$ cat src/rtl/opc_acc_cpu_p_if.sv
// Memory bus between the accumulator core and the tile's external memory port.
// The core drives the request side, and ready completes one access.
interface opc_acc_cpu_p_if #(
  parameter int unsigned DW = 8,
  parameter int unsigned AW = 11
);
  logic [AW-1:0] mem_addr;
  logic [DW-1:0] mem_wdata;
  logic [DW-1:0] mem_rdata;
  logic          mem_we;
  logic          mem_valid;
  logic          mem_ready;

  modport master (
    output mem_addr, mem_wdata, mem_we, mem_valid,
    input  mem_rdata, mem_ready
  );

  modport slave (
    input  mem_addr, mem_wdata, mem_we, mem_valid,
    output mem_rdata, mem_ready
  );
endinterface

$ cat src/rtl/opc_acc_cpu_p.sv
// Parametrised two-word-instruction accumulator CPU with a valid/ready memory bus
// and a circular hardware return stack.
module opc_acc_cpu_p #(
  parameter int unsigned DW          = 8,
  parameter int unsigned AW          = 11,
  parameter int unsigned STACK_DEPTH = 4,
  parameter int unsigned RESET_PC    = 'h100
) (
  input  logic            clk,
  input  logic            rst_n,
  opc_acc_cpu_p_if.master bus,
  output logic            halted,
  output logic            stack_err,
  output logic [DW-1:0]   acc_dbg,
  output logic            carry_dbg
);
  localparam int unsigned OW  = 5;
  localparam int unsigned HW  = AW - DW;
  localparam int unsigned SPW = $clog2(STACK_DEPTH + 1);
  localparam int unsigned PW  = $clog2(STACK_DEPTH);

  localparam logic [OW-1:0] OP_AND_M = 5'b00000;
  localparam logic [OW-1:0] OP_LDA_M = 5'b00001;
  localparam logic [OW-1:0] OP_NOT_M = 5'b00010;
  localparam logic [OW-1:0] OP_ADD_M = 5'b00011;
  localparam logic [OW-1:0] OP_STAP  = 5'b01000;
  localparam logic [OW-1:0] OP_LDAP  = 5'b01001;
  localparam logic [OW-1:0] OP_AND_I = 5'b10000;
  localparam logic [OW-1:0] OP_LDA_I = 5'b10001;
  localparam logic [OW-1:0] OP_NOT_I = 5'b10010;
  localparam logic [OW-1:0] OP_ADD_I = 5'b10011;
  localparam logic [OW-1:0] OP_STA   = 5'b11000;
  localparam logic [OW-1:0] OP_JPC   = 5'b11001;
  localparam logic [OW-1:0] OP_JPZ   = 5'b11010;
  localparam logic [OW-1:0] OP_JP    = 5'b11011;
  localparam logic [OW-1:0] OP_JSR   = 5'b11100;
  localparam logic [OW-1:0] OP_RTS   = 5'b11101;
  localparam logic [OW-1:0] OP_CLC   = 5'b11110;
  localparam logic [OW-1:0] OP_HALT  = 5'b11111;

  typedef enum logic [2:0] {
    S_FETCH0,
    S_FETCH1,
    S_RDMEM,
    S_RDMEM2,
    S_EXEC,
    S_HALT
  } state_t;

  state_t           state_q, state_d;
  logic [AW-1:0]    pc_q, pc_d;
  logic [OW-1:0]    opc_q, opc_d;
  logic [HW-1:0]    hi_q, hi_d;
  logic [DW-1:0]    w1_q, w1_d;
  logic [DW-1:0]    opr_q, opr_d;
  logic [DW-1:0]    acc_q, acc_d;
  logic             carry_q, carry_d;
  logic [SPW-1:0]   sp_q, sp_d;
  logic [PW-1:0]    wp_q, wp_d;
  logic             halted_q, halted_d;
  logic             err_q, err_d;
  logic [AW-1:0]    stack_q [STACK_DEPTH];

  logic [AW-1:0]    opaddr;
  logic [AW-1:0]    ptraddr;
  logic [DW-1:0]    operand;
  logic [DW:0]      sum;
  logic [PW-1:0]    wp_inc;
  logic [PW-1:0]    wp_dec;
  logic [AW-1:0]    addr_c;
  logic             valid_c;
  logic             we_c;
  logic             push_c;

  assign opaddr  = {hi_q, w1_q};
  assign ptraddr = AW'(opr_q);
  assign operand = opc_q[OW-1] ? w1_q : opr_q;
  assign sum     = {1'b0, acc_q} + {1'b0, operand} + {{DW{1'b0}}, carry_q};
  assign wp_inc  = (wp_q == PW'(STACK_DEPTH - 1)) ? '0 : wp_q + PW'(1);
  assign wp_dec  = (wp_q == '0) ? PW'(STACK_DEPTH - 1) : wp_q - PW'(1);

  // Request strobes follow the state but are killed at once by reset.
  assign bus.mem_addr  = addr_c;
  assign bus.mem_wdata = acc_q;
  assign bus.mem_valid = valid_c & rst_n;
  assign bus.mem_we    = we_c & rst_n;

  assign halted    = halted_q;
  assign stack_err = err_q;
  assign acc_dbg   = acc_q;
  assign carry_dbg = carry_q;

  always_ff @(posedge clk or negedge rst_n) begin
    if (!rst_n) begin
      state_q  <= S_FETCH0;
      pc_q     <= AW'(RESET_PC);
      opc_q    <= '0;
      hi_q     <= '0;
      w1_q     <= '0;
      opr_q    <= '0;
      acc_q    <= '0;
      carry_q  <= 1'b0;
      sp_q     <= '0;
      wp_q     <= '0;
      halted_q <= 1'b0;
      err_q    <= 1'b0;
    end else begin
      state_q  <= state_d;
      pc_q     <= pc_d;
      opc_q    <= opc_d;
      hi_q     <= hi_d;
      w1_q     <= w1_d;
      opr_q    <= opr_d;
      acc_q    <= acc_d;
      carry_q  <= carry_d;
      sp_q     <= sp_d;
      wp_q     <= wp_d;
      halted_q <= halted_d;
      err_q    <= err_d;
    end
  end

  // Return-stack storage; on overflow the write pointer wraps over the oldest entry.
  always_ff @(posedge clk) begin
    if (push_c) begin
      stack_q[wp_q] <= pc_q;
    end
  end

  always_comb begin
    state_d  = state_q;
    pc_d     = pc_q;
    opc_d    = opc_q;
    hi_d     = hi_q;
    w1_d     = w1_q;
    opr_d    = opr_q;
    acc_d    = acc_q;
    carry_d  = carry_q;
    sp_d     = sp_q;
    wp_d     = wp_q;
    halted_d = halted_q;
    err_d    = err_q;
    addr_c   = pc_q;
    valid_c  = 1'b0;
    we_c     = 1'b0;
    push_c   = 1'b0;

    case (state_q)
      S_FETCH0: begin
        valid_c = 1'b1;
        if (bus.mem_ready) begin
          opc_d   = bus.mem_rdata[DW-1 -: OW];
          hi_d    = bus.mem_rdata[HW-1:0];
          pc_d    = pc_q + AW'(1);
          state_d = S_FETCH1;
        end
      end
      S_FETCH1: begin
        valid_c = 1'b1;
        if (bus.mem_ready) begin
          w1_d    = bus.mem_rdata;
          pc_d    = pc_q + AW'(1);
          state_d = opc_q[OW-1] ? S_EXEC : S_RDMEM;
        end
      end
      S_RDMEM: begin
        valid_c = 1'b1;
        addr_c  = opaddr;
        if (bus.mem_ready) begin
          opr_d   = bus.mem_rdata;
          state_d = (opc_q == OP_LDAP) ? S_RDMEM2 : S_EXEC;
        end
      end
      S_RDMEM2: begin
        valid_c = 1'b1;
        addr_c  = ptraddr;
        if (bus.mem_ready) begin
          opr_d   = bus.mem_rdata;
          state_d = S_EXEC;
        end
      end
      S_EXEC: begin
        state_d = S_FETCH0;
        case (opc_q)
          OP_AND_M, OP_AND_I: begin
            acc_d   = acc_q & operand;
            carry_d = 1'b0;
          end
          OP_LDA_M, OP_LDA_I, OP_LDAP: acc_d = operand;
          OP_NOT_M, OP_NOT_I:          acc_d = ~operand;
          OP_ADD_M, OP_ADD_I:          {carry_d, acc_d} = sum;
          OP_STA, OP_STAP: begin
            valid_c = 1'b1;
            we_c    = 1'b1;
            addr_c  = (opc_q == OP_STA) ? opaddr : ptraddr;
            if (!bus.mem_ready) begin
              state_d = S_EXEC;
            end
          end
          OP_JPC: if (carry_q) pc_d = opaddr;
          OP_JPZ: if (acc_q == '0) pc_d = opaddr;
          OP_JP:  pc_d = opaddr;
          OP_JSR: begin
            push_c = 1'b1;
            pc_d   = opaddr;
            wp_d   = wp_inc;
            if (sp_q == SPW'(STACK_DEPTH)) begin
              err_d = 1'b1;
            end else begin
              sp_d = sp_q + SPW'(1);
            end
          end
          OP_RTS: begin
            if (sp_q == '0) begin
              pc_d  = AW'(RESET_PC);
              err_d = 1'b1;
            end else begin
              pc_d = stack_q[wp_dec];
              wp_d = wp_dec;
              sp_d = sp_q - SPW'(1);
            end
          end
          OP_CLC: carry_d = 1'b0;
          OP_HALT: begin
            state_d  = S_HALT;
            halted_d = 1'b1;
          end
          default: ;
        endcase
      end
      S_HALT: ;
      default: state_d = S_FETCH0;
    endcase
  end
endmodule
$ cat src/flat_wrapper.sv
// flat-port wrapper written by rule: the top's interface ports become plain ports
module opc_acc_cpu_p_flat 
#(
  parameter int unsigned DW          = 8,
  parameter int unsigned AW          = 11,
  parameter int unsigned STACK_DEPTH = 4,
  parameter int unsigned RESET_PC    = 'h100
)
  (clk, rst_n, halted, stack_err, acc_dbg, carry_dbg, bus_mem_addr, bus_mem_wdata, bus_mem_we, bus_mem_valid, bus_mem_rdata, bus_mem_ready);
  opc_acc_cpu_p_if #(.DW(DW), .AW(AW)) bus_i ();
  input  logic clk;
  input  logic rst_n;
  output logic halted;
  output logic stack_err;
  output logic [DW-1:0] acc_dbg;
  output logic carry_dbg;
  output wire logic [$bits(bus_i.mem_addr)-1:0] bus_mem_addr;
  output wire logic [$bits(bus_i.mem_wdata)-1:0] bus_mem_wdata;
  output wire logic [$bits(bus_i.mem_we)-1:0] bus_mem_we;
  output wire logic [$bits(bus_i.mem_valid)-1:0] bus_mem_valid;
  input wire logic [$bits(bus_i.mem_rdata)-1:0] bus_mem_rdata;
  input wire logic [$bits(bus_i.mem_ready)-1:0] bus_mem_ready;
  assign bus_mem_addr = bus_i.mem_addr;
  assign bus_mem_wdata = bus_i.mem_wdata;
  assign bus_mem_we = bus_i.mem_we;
  assign bus_mem_valid = bus_i.mem_valid;
  assign bus_i.mem_rdata = bus_mem_rdata;
  assign bus_i.mem_ready = bus_mem_ready;
  opc_acc_cpu_p #(.DW(DW), .AW(AW), .STACK_DEPTH(STACK_DEPTH), .RESET_PC(RESET_PC)) u_core (.clk(clk), .rst_n(rst_n), .bus(bus_i), .halted(halted), .stack_err(stack_err), .acc_dbg(acc_dbg), .carry_dbg(carry_dbg));
endmodule
$ cat config.mk
export PLATFORM = sky130hd
export DESIGN_NAME = opc_acc_cpu_p_flat
export DESIGN_NICKNAME = d
export VERILOG_FILES = /design/src/rtl/opc_acc_cpu_p_if.sv /design/src/rtl/opc_acc_cpu_p.sv /design/src/flat_wrapper.sv
export SDC_FILE = /design/constraint.sdc
export NUM_CORES = 1
export LEC_CHECK = 0
export CAP_MARGIN = 40
export CORE_UTILIZATION = 59
export DETAILED_ROUTE_END_ITERATION = 12
export PLACE_DENSITY_LB_ADDON = 0.12
export SYNTH_ARGS = -nofsm -noshare
export SYNTH_HDL_FRONTEND = slang
export SYNTH_SLANG_ARGS = --single-unit
$ cat constraint.sdc
create_clock -name clk -period 7.8 [get_ports clk]
set_input_delay 1.56 -clock clk [delete_from_list [all_inputs] [get_ports clk]]
set_output_delay 1.56 -clock clk [all_outputs]
set_load 0.005 [all_outputs]
# Word-level counts from Yosys, hierarchy flattened
# Memory sizes are Yosys's and may differ from the RTL's.
# Cells that the tools add are included.
# totals
reg_bits	54
ram_bits	44
in_bits	11
output_inout_bits	32
mem_count	1
# memory_table
name	depth	width	read_ports	rd_ports_with_merged_regs	wr	line	source
u_core.stack_q	4	11	1	0	1	opc_acc_cpu_p.sv:62	logic [AW-1:0] stack_q [STACK_DEPTH];
# op_classes
add_sub_neg	7
eq_ne	36
muxes	38
n_bitwise	5
reduce_logical	30
# op_table
operator	count
two-way mux 11 bit	6
equality test 5 bit (second input constant)	12
one-hot mux 11 bit (4 select lines)	1
one-hot mux 11 bit (3 select lines)	1
one-hot mux 8 bit (4 select lines)	1
two-way mux 3 bit	9
one-hot mux 11 bit (2 select lines)	1
one-hot mux 3 bit (6 select lines)	1
OR reduction 2 bit	7
!= test 2 bit (second input constant)	6
one-hot mux 3 bit (2 select lines)	2
AND reduction 2 bit	6
adder 11 x 1 -> 11 bit (second input constant)	1
equality test 5 x 2 -> 1 bit (second input constant)	2
equality test 5 x 4 -> 1 bit (second input constant)	2
AND reduction 5 bit	2
adder 8 x 8 -> 9 bit	1
adder 9 x 1 -> 9 bit	1
equality test 3 bit (second input constant)	3
AND 8 bit	1
zero test 8 bit	1
two-way mux 1 bit	8
two-way mux 8 bit	1
NOT 8 bit	1
other kinds (25)	39

# Depth between registers and ports, before layout
# An unclocked memory read counts as a cell.
# logic_depth
ltp_word	6
ltp_mapped	10
mapped_depth_nobuf	8

# Worst setup path after synthesis
# No wires, ideal clock.
# synth_path
path_kind	reg2out
start	register u_core.state_q[1]
end	output port bus_mem_addr[1]
arrival_ps	1768
required_ps	6240
setup_slack_ps	4472
path_stages_with_launch	7
n_path_buf	2
path_cell_list	dfrtp_1 > or3b_1 > buf_2 > nor3_1 > nor2_1 > clkbuf_1 > a221o_1
# synth_between
elab_chain_cells	2
word_cells_on_any_way	4
# synth_rtl
item	line	source
start: declaration	opc_acc_cpu_p.sv:50	state_t state_q, state_d;
start signal: assignment	opc_acc_cpu_p.sv:108	state_q <= state_d;
equality test 3 bit or equality test 3 x 2 -> 1 bit (tied branches)	opc_acc_cpu_p.sv:148	case (state_q)
one-hot mux 11 bit (3 select lines) (*)	opc_acc_cpu_p.sv:148	
end: declaration	flat_wrapper.sv:17	output wire logic [$bits(bus_i.mem_addr)-1:0] bus_mem_addr;
# Every way passes the cells marked *; elsewhere a longest branch is shown, timed or not.

# Worst setup path after layout
# layout_path
start	register u_core.state_q[0]
end	output port bus_mem_addr[2]
# Same word-level chain as after synthesis.

==> results.md <==
* Run status: complete, no violations
* Depth of the CTS H-tree at 3
* Ports at 43
* Die W at around 100 um
* DP Area at 5930 sq um
* Overflow after GRT at 0
* DRT antenna net count at 0
* Longest Clk Path Bufs at 2
* RSZ-0062 raised after global routing: false
* Total power at roughly 2500 uW
* Synthesis-stage register bit count at around 100
* Slew @ Worst Pin at slightly below 0.9 ns
* Multiplexer share of the synthesized area at between 10 and 15%
* Global-route wire length before repair at between 20000 and 25000 um
* DRT Wirelength at ~14000 um
* LEAKAGE at 0.00226 uW
* Seq/Total Area, Yosys at 48.5%
* Critical Path Fanout Max at 21
* Max-cap violations at 0
* Launch point of the worst reg-to-reg path: u_core.opc_q[4]$_DFFE_PN0P_
* YS warnings at 0
* Via count at slightly above 4000
* Syn_nets at ~510
* Port bufs at between 40 and 50
* Max VDD drop at 240 uV
* Post-Synth Simple-Gate Area at roughly an eighth
* Capturing point of the worst reg2reg path: u_core.carry_dbg$_DFFE_PN0P_
* Async SR Flop Fraction at a little under three fifths
* Cts bufs inserted at 9
* Critical path launch point type: register
* Pin count of the biggest net entering global routing at 57
* Overall global routing resource usage at 30.2%
* Core Region at between 8000 and 9000 sq um
* Final slew viol count at 0
* RD Place Congestion at between 0.9 and 1
* Fill count at between 600 and 700
* Crit path from: u_core.state_q[0]$_DFFE_PN0P_
* Max-slew headroom at approximately two fifths
* CTS tree: built
* Hold_buf cts at 0
* Final setup viols at 0
* Hold Path Class: register to register
* Core Rows at 34
* Hpwl dp at ~9700 um
* First DRT Iteration DRCs at roughly 550
* Top_reg_cell synth: dfrtp_1
* Final Cell Area at roughly 6000 sq um
* Die Y at approximately 99 um
* Initial antenna violation count at 0
* Synth unique cells at 69
* Fin crit period at roughly 4.9 ns
* Avg Vias per Cell at between 6 and 7
* Tcrit/Tclk final at 63.3%
* Cell Pwr Density at slightly above 400 nW/um^2
* # nets final at about 540
* Post-cts resize count at 0
* R2r worst-path depth at 8
* Largest family of logic cells by synthesized area: compound AO/OA/AOI/OAI gates
* Routed len/inst at 21.8 um
* Synth Area in Adders at approximately 4.0%
* CTS Sinks at just under 100
* Critical Path Sink: bus_mem_addr[2]
* WP buf/inv at 2
* TritonRoute pass-1 iters at 5
* Final Skew at 0.0153 ns
* Share of post-route cells with drive strength above 1 at between 10% and 20%
* Initial Utilization at between 60 and 70%
* Ordered cell list for the critical path: or3b_1 -> nor3_1 -> nor2_1 -> buf_4 -> a221o_1 -> clkdlybuf4s50_1
* Post-synthesis compound-gate area fraction at roughly 16%
* Critical path depth in cells at 6
* Yosys top cell area share at between 20% and 30%
* Max Clock Freq at approximately 200 MHz
* WS Path Type: register to output port
* Synth Area in XOR/XNOR at between 1.5 and 2%
* Layout area overhead at 11.2%
* Die area at roughly 9700 sq um
* Vias in the first global route at between 3000 and 4000
* Worst EP arrival at 3.37 ns
* Ant. Diodes at 0
* Avg Cell Area, Syn at 11.3 sq um
* Most frequent cell after synthesis: dfrtp_1
* Root Buffer Master: clkbuf_8
* Synthesized area at ~5500 sq um
* Post-synth top area cell: dfrtp_1
* Top area cells in the synthesized netlist: dfrtp_1, edfxtp_1, mux2_2, mux4_2, ha_1
* Setup Buffers After CTS at 0
* FF-to-FF setup slack at around 4.4 ns
* Fin. Hold Viols at 0
* Kind of cell adding the most delay to the critical path: simple AND/OR/NAND/NOR gates
* Most frequent cells after synthesis: dfrtp_1, edfxtp_1, nor2_1
* CP required at between 6 and 7 ns
* Synth Instances at between 400 and 500
* Count of flip-flops with a built-in enable after synthesis at 44
* CP endpoint kind: output port
* Critical path's largest stage delay at between 0.7 and 0.8 ns
* Drt drc at 0
* Later-pin clock latency in the skew report at 0.39 ns
* Setup TNS at 0 ns
* CTS clk-pin slew, worst paths at 0.11 ns
* Slowest-stage cell, CP: or3b_1
-- how the worst min path moves through the flow --
stage | startpoint | end | slack [ns] | depth (start not counted)
2_1_floorplan | u_core.stack_err$_DFFE_PN0P_ | u_core.stack_err$_DFFE_PN0P_ | 0.45 | 1
3_3_place_gp | u_core.stack_err$_DFFE_PN0P_ | u_core.stack_err$_DFFE_PN0P_ | 0.44 | 1
3_5_place_dp | u_core.halted$_DFFE_PN0P_ | u_core.halted$_DFFE_PN0P_ | 0.46 | 1
4_1_cts | u_core.halted$_DFFE_PN0P_ | u_core.halted$_DFFE_PN0P_ | 0.49 | 1
5_1_grt | u_core.halted$_DFFE_PN0P_ | u_core.halted$_DFFE_PN0P_ | 0.50 | 1
6_report | u_core.stack_err$_DFFE_PN0P_ | u_core.stack_err$_DFFE_PN0P_ | 0.48 | 1
-- cell type report --
type,count,area (sq um),share of cell area [%]
Tap cell,108,135,2.20
Timing Repair Buffer,48,460,7.51
Clock inverter,7,81.3,1.33
Multi-Input combinational cell,342,2620,42.7
Sequential cell,98,2670,43.6
Clock buffer,9,124,2.02
Inverter,11,41.3,0.673
-- per-layer routing --
metal	vias up	part of all wire [%]	track usage, %
li1	1906	-	-
met1	2037	46	45.4
met2	186	44	43.7
met3	24	8.0	7.02
met4	0	2.1	9.07
met5	-	0	0
-- kinds of logic after synthesis --
| family | after synthesis |
|---|---|
| flip-flops | 98 |
| buffers and inverters | 47 |
| AND/OR/NAND/NOR | 134 |
| multiplexers | 56 |
| AO/OA/AOI/OAI | 126 |
| adder cells (fa/ha/maj) | 16 |
| XOR/XNOR | 10 |
-- through the flow --
step | instances | hold slack [ns] | setup slack, ns | util (%)
floorplan | 487 | 0.451 | 4.47 | -
global placement | 604 | 0.441 | 3.23 | 66.4
detailed placement | 607 | 0.460 | 3.25 | 66.7
CTS | 623 | 0.487 | 2.88 | 69.0
global route | 623 | 0.501 | 2.61 | 69.0
finish | 623 | 0.479 | 2.87 | 69.0
-- cells in the final DEF (no fill, tap or decap), types with 10 or more instances in the layout --
cell type | Yosys | routed
nor2_1 | 35 | 35
a21oi_1 | 17 | 17
dfrtp_1 | 53 | 53
nand2_1 | 32 | 32
nor3_1 | 11 | 11
mux2i_1 | 13 | 13
inv_1 | 10 | 10
nand3_1 | 11 | 11
mux2_2 | 32 | 32
mux4_2 | 11 | 11
a31oi_1 | 13 | 13
clkdlybuf4s50_1 | 0 | 41
edfxtp_1 | 44 | 44
ha_1 | 13 | 13
o21ai_0 | 26 | 26
-- where the power goes --
group	internal, uW	switching, uW
sequential	701	307
clock	127	206
combinational	606	556
total	1430	1070
-- state kept, by name (all words and copies together) (netlist names), 3 cells and up --
signal,cells
u_core.acc_dbg,8
u_core.hi_q,3
u_core.opc_q,5
u_core.opr_q,8
u_core.pc_q,11
u_core.sp_q,3
u_core.stack_q,44
u_core.state_q,3
u_core.w1_q,8
-- worst reg2reg max path, stage by stage (launching register included) --
cell and delay (ns):
dfrtp_1 0.92, mux2_2 0.48, fa_1 0.45, fa_1 0.43
a21o_1 0.19, a21oi_1 0.29, o21ai_0 0.16, a211oi_1 0.27
o31ai_1 0.10
Power figures use the tool's default switching activity.
